--- config.mk ---
export PLATFORM = sky130hd
export DESIGN_NAME = regbank_arbiter
export DESIGN_NICKNAME = d
export VERILOG_FILES = /design/src/rtl/regbank_arbiter.sv
export SDC_FILE = /design/constraint.sdc
export NUM_CORES = 1
export LEC_CHECK = 0
export CAP_MARGIN = 20
export CORE_ASPECT_RATIO = 1.2
export CORE_MARGIN = 2
export CORE_UTILIZATION = 39
export CTS_CLUSTER_SIZE = 40
export DETAILED_ROUTE_END_ITERATION = 10
export PLACE_DENSITY = 0.82
export SETUP_SLACK_MARGIN = 0.1
export SKIP_CTS_REPAIR_TIMING = 1
export SYNTH_ARGS = -nofsm -noshare
export SYNTH_HDL_FRONTEND = slang
export SYNTH_SLANG_ARGS = --single-unit
export TNS_END_PERCENT = 5
--- constraint.sdc ---
create_clock -name clk -period 2 [get_ports clk]
set_input_delay 0.4 -clock clk [delete_from_list [all_inputs] [get_ports clk]]
set_output_delay 0.4 -clock clk [all_outputs]
set_load 0.01 [all_outputs]
--- src/rtl/regbank_arbiter.sv ---
// regbank_arbiter: two-master arbiter serialising single-word transactions onto one register-bank port
module regbank_arbiter #(
  parameter int p_WIDTH_ADDR = 16,
  parameter int p_WIDTH_DATA = 16,
  parameter int p_FIXED_PRIO = 0
) (
  input  logic                    clk,
  input  logic                    rst_n,
  input  logic                    m0_req,
  input  logic                    m0_we,
  input  logic [p_WIDTH_ADDR-1:0] m0_addr,
  input  logic [p_WIDTH_DATA-1:0] m0_wdata,
  output logic                    m0_ack,
  output logic [p_WIDTH_DATA-1:0] m0_rdata,
  input  logic                    m1_req,
  input  logic                    m1_we,
  input  logic [p_WIDTH_ADDR-1:0] m1_addr,
  input  logic [p_WIDTH_DATA-1:0] m1_wdata,
  output logic                    m1_ack,
  output logic [p_WIDTH_DATA-1:0] m1_rdata,
  output logic [p_WIDTH_ADDR-1:0] bank_addr,
  output logic [p_WIDTH_DATA-1:0] bank_wdata,
  output logic                    bank_wen,
  output logic                    bank_ren,
  input  logic [p_WIDTH_DATA-1:0] bank_rdata,
  output logic                    busy,
  output logic                    grant
);
  typedef enum logic [2:0] {IDLE, WR, RD1, RD2, DONE} state_t;
  state_t state_q, state_d;
  logic grant_q, grant_d, rr_q, rr_d, win;
  logic [p_WIDTH_ADDR-1:0] bank_addr_q, bank_addr_d;
  logic [p_WIDTH_DATA-1:0] bank_wdata_q, bank_wdata_d, m0_rdata_q, m0_rdata_d, m1_rdata_q, m1_rdata_d;
  // rr_q names the master preferred on a tie; it points away from the last grant
  assign win = (m0_req && m1_req) ? ((p_FIXED_PRIO != 0) ? 1'b0 : rr_q) : m1_req;
  always_comb begin
    state_d = state_q;
    grant_d = grant_q;
    rr_d = rr_q;
    bank_addr_d = bank_addr_q;
    bank_wdata_d = bank_wdata_q;
    m0_rdata_d = m0_rdata_q;
    m1_rdata_d = m1_rdata_q;
    case (state_q)
      IDLE: if (m0_req || m1_req) begin
        grant_d = win;
        bank_addr_d = win ? m1_addr : m0_addr;
        bank_wdata_d = win ? m1_wdata : m0_wdata;
        state_d = (win ? m1_we : m0_we) ? WR : RD1;
      end
      WR: state_d = DONE;
      RD1: state_d = RD2;
      RD2: begin
        state_d = DONE;
        m0_rdata_d = grant_q ? m0_rdata_q : bank_rdata;
        m1_rdata_d = grant_q ? bank_rdata : m1_rdata_q;
      end
      DONE: begin
        state_d = IDLE;
        rr_d = ~grant_q;
      end
      default: state_d = IDLE;
    endcase
  end
  always_ff @(posedge clk) begin
    if (!rst_n) begin
      state_q <= IDLE;
      grant_q <= 1'b0;
      rr_q <= 1'b0;
      bank_addr_q <= '0;
      bank_wdata_q <= '0;
      m0_rdata_q <= '0;
      m1_rdata_q <= '0;
    end else begin
      state_q <= state_d;
      grant_q <= grant_d;
      rr_q <= rr_d;
      bank_addr_q <= bank_addr_d;
      bank_wdata_q <= bank_wdata_d;
      m0_rdata_q <= m0_rdata_d;
      m1_rdata_q <= m1_rdata_d;
    end
  end
  assign bank_addr = bank_addr_q;
  assign bank_wdata = bank_wdata_q;
  assign bank_wen = state_q == WR;
  assign bank_ren = state_q == RD1;
  assign m0_ack = state_q == DONE && !grant_q;
  assign m1_ack = state_q == DONE && grant_q;
  assign m0_rdata = m0_rdata_q;
  assign m1_rdata = m1_rdata_q;
  assign busy = state_q != IDLE;
  assign grant = grant_q;
endmodule

==> impl_metrics.env <==
export IMPL_switchingPower_w=0.00101
export IMPL_synth_enable_flop_cells=0
export IMPL_place_hpwl_mm=6.35
export IMPL_globalplace_congestion=0.790
export IMPL_synthesized_area_fraction_occupied_by_adder_cells=0
export IMPL_clock_latency_ns=0.33
export IMPL_finalCriticalPeriod_ns=2.04
export IMPL_power_report_internal_total_w=0.00271
export IMPL_yosys_warnings=0
export IMPL_input_output_buffers=155
export IMPL_synth_seq_area_share=0.465
export IMPL_hold_violations=0
export IMPL_tritoncts_num_buffers=9
export IMPL_syn_area_per_cell_sq_um=8.89
export IMPL_clock_transition_at_the_registers_of_the_reported_paths_ns=0.07
export IMPL_swShare=0.272
export IMPL_final_min_period_over_clock_period=1.02
export IMPL_asyncSetResetFlopFracSynth=0
export IMPL_power_density_mw_per_mm2=769
export IMPL_die_width_um=83.7
export IMPL_core_sq_mm=0.00732
export IMPL_clockPowerShare=0.302
export IMPL_ioPinCount=156
export IMPL_areaGrowthSynthToFinish_pct=63.2
export IMPL_rsz0062_at_grt="true"
export IMPL_n_antenna_cell=0
export IMPL_setup_violations=1
export IMPL_post_synthesis_share_of_cell_area_spent_on_and_or_nand_and_nor_gates=0.205
export IMPL_failed_checks="negative setup slack"
export IMPL_detailed_place_area_sq_mm=0.00464
export IMPL_critPathLaunchType="flop"
export IMPL_critical_path_type="flop to primary output"
export IMPL_drt_vias_per_instance=5.13
export IMPL_fin_worst_skew_ns=0.00491
export IMPL_grt_overflow=0
export IMPL_fmax_mhz=490
export IMPL_first_global_vias=2884
export IMPL_initial_utilization=0.406
export IMPL_route_final_wire_length_mm=8.65
export IMPL_drv_cap=0
export IMPL_grt_busiest_layer="met2"
export IMPL_tightestPinTransition_ns=0.848
export IMPL_end_kind="primary output"
export IMPL_yosys_area_share_xor_xnor=0
export IMPL_vdd_ir_drop_max_v=0.000382
export IMPL_row_count=34
export IMPL_route_detailed_drc=0
export IMPL_timing_final_max_slew_violations=0
export IMPL_synth_top_family_by_area="compound AO/OA/AOI/OAI gates"
export IMPL_power_leakage_nw=1.92
export IMPL_fp_dieArea_sq_mm=0.00833
export IMPL_worstHoldPathType="flop to flop"
export IMPL_clockBufferDepth=2
export IMPL_post_route_util=0.662
export IMPL_crit_fanout=8
export IMPL_clock_tree_htree_level_count=3
export IMPL_post_route_cell_area_sq_mm=0.00485
export IMPL_synth_compound_area_frac=0.234
export IMPL_outcome="complete, but fails checks"
export IMPL_synthesis_instances=334
export IMPL_grt_total_usage=0.198
export IMPL_vias=2962
export IMPL_tritoncts="built"
export IMPL_drt_iter0_markers=117
export IMPL_share_of_layout_cells_above_drive_strength_1=0.129
export IMPL_groute_layer_met1_usage=0.235
export IMPL_ys_ff_latch=69
export IMPL_cp_required_ns=1.60
export IMPL_fin_worst_hold_slack_ns=0.471
export IMPL_power_share_combinational=0.272
export IMPL_postSynthNetCount=420
export IMPL_pre_cts_slack_ns=-0.0320
export IMPL_placed_cells=562
export IMPL_netlist_area_sq_mm=0.00297
export IMPL_worst_slack_ns=-0.0417
export IMPL_grt_antenna_before_repair=0
export IMPL_cts_root_buffer_cell="clkbuf_8"
export IMPL_dr_pass1_iters=5
export IMPL_grt_start_max_net_pins=86
export IMPL_chipHeight_um=99.6
export IMPL_design_final_nets=569
export IMPL_p_seq_frac=0.426
export IMPL_synth_mux_area_fraction=0
export IMPL_relative_slew_slack=0.435
export IMPL_grt_pass1_wl_mm=13.4
export IMPL_yosysUniqueCellTypes=29
export IMPL_arrival_ns=1.64
export IMPL_global_route_usage_met2=0.348
export IMPL_clock_sinks=69
export IMPL_grt_util_met3=0.0456
export IMPL_wire_per_inst_um=15.0
export IMPL_antenna_left=0
export IMPL_ys_flop_type="dfxtp_1"
export IMPL_final_cell_count_no_fill=577
==> cell families (layout without fill, tap and decap cells) <==
group	count (synthesis)	after routing
flip-flops	69	69
AND/OR/NAND/NOR	127	127
buffers and inverters	66	219
AO/OA/AOI/OAI	72	72
==> final timing paths <==
kind                       startpoint                          to  slack, ns  cells after the start
max reg2reg   state_q[2]$_SDFFE_PN0P_  bank_wdata[9]$_SDFFE_PN0P_       0.14                      4
min reg2reg  m1_rdata[7]$_SDFFE_PN0P_    m1_rdata[7]$_SDFFE_PN0P_       0.47                      2
max           state_q[2]$_SDFFE_PN0P_                    bank_ren      -0.04                      4
min          m1_rdata[7]$_SDFFE_PN0P_    m1_rdata[7]$_SDFFE_PN0P_       0.47                      2
==> sequential cells by signal, indices dropped and copies added (netlist names) <==
| signal | flops |
|---|---|
| m1_rdata | 16 |
| bank_wdata | 16 |
| state_q | 3 |
| bank_addr | 16 |
| rr_q | 1 |
| m0_rdata | 16 |
| grant | 1 |
==> final cells by class <==
type                    count  area [sq um]
fillers                   626          2470
repair buffers            169          1710
flip-flops and latches     69          1380
multi-input cells         199          1310
clock buffers              11           151
inverters                  35           131
well taps                  90           113
clock inverters             4          47.5
==> synthesized netlist by cell type, types with 2 or more instances <==
cell type | instances | area (sq um)
a221oi_1 | 2 | 17.5
a221oi_2 | 30 | 450
buf_1 | 4 | 15.0
buf_2 | 5 | 25.0
buf_6 | 4 | 45.0
clkbuf_1 | 18 | 67.6
dfxtp_1 | 69 | 1380
inv_1 | 35 | 131
nand2_1 | 48 | 180
nand3_1 | 32 | 160
nor2_1 | 3 | 11.3
nor3_1 | 32 | 160
nor3b_1 | 2 | 15.0
o211a_1 | 2 | 20.0
o21a_1 | 2 | 15.0
o21ai_0 | 32 | 160
o32ai_1 | 2 | 17.5
==> cells in the final DEF, fill, tap and decap left out, types with 3 or more instances in the layout <==
| cell type | n |
|---|---|
| clkdlybuf4s50_1 | 150 |
| buf_12 | 4 |
| nand2_1 | 48 |
| nor3_1 | 32 |
| nand3_1 | 32 |
| dlymetal6s2s_1 | 4 |
| dfxtp_1 | 69 |
| o21ai_0 | 32 |
| clkbuf_8 | 11 |
| nor2_1 | 3 |
| buf_4 | 10 |
| inv_1 | 35 |
| a221oi_2 | 30 |
==> worst max-delay path: stages, from the launching register on <==
cell and delay (ns):
dfxtp_1 0.31, buf_4 0.15, nor2_1 0.17, and2_1 0.14
clkdlybuf4s50_1 0.54
==> layer usage <==
metal | share of wire | up-vias | wire (um)
met4 | 0.019 | 0 | 166
met2 | 0.50 | 118 | 4300
met1 | 0.42 | 1363 | 3630
met5 | 0 | - | 0
li1 | - | 1466 | -
met3 | 0.065 | 15 | 559
==> stage by stage <==
step / total power, W / setup TNS, ns
after floorplan: 0.00207 / 0
after CTS: 0.00377 / -0.379
after detailed placement: 0.00264 / -0.0473
final: 0.00373 / -0.0417
after global placement: 0.00261 / 0
after global routing: 0.00389 / -0.123
==> power groups by stage <==
stage	Sequential (W)	Clock [W]	Combinational, W
final	0.00159	0.00113	0.00102
after global routing	0.00160	0.00120	0.00108
after CTS	0.00159	0.00115	0.00103
after detailed placement	0.00161	0	0.00102
after global placement	0.00161	0	0.000998
after floorplan	0.00167	0	0.000406
No activity file was read; power rests on OpenSTA's default activity.
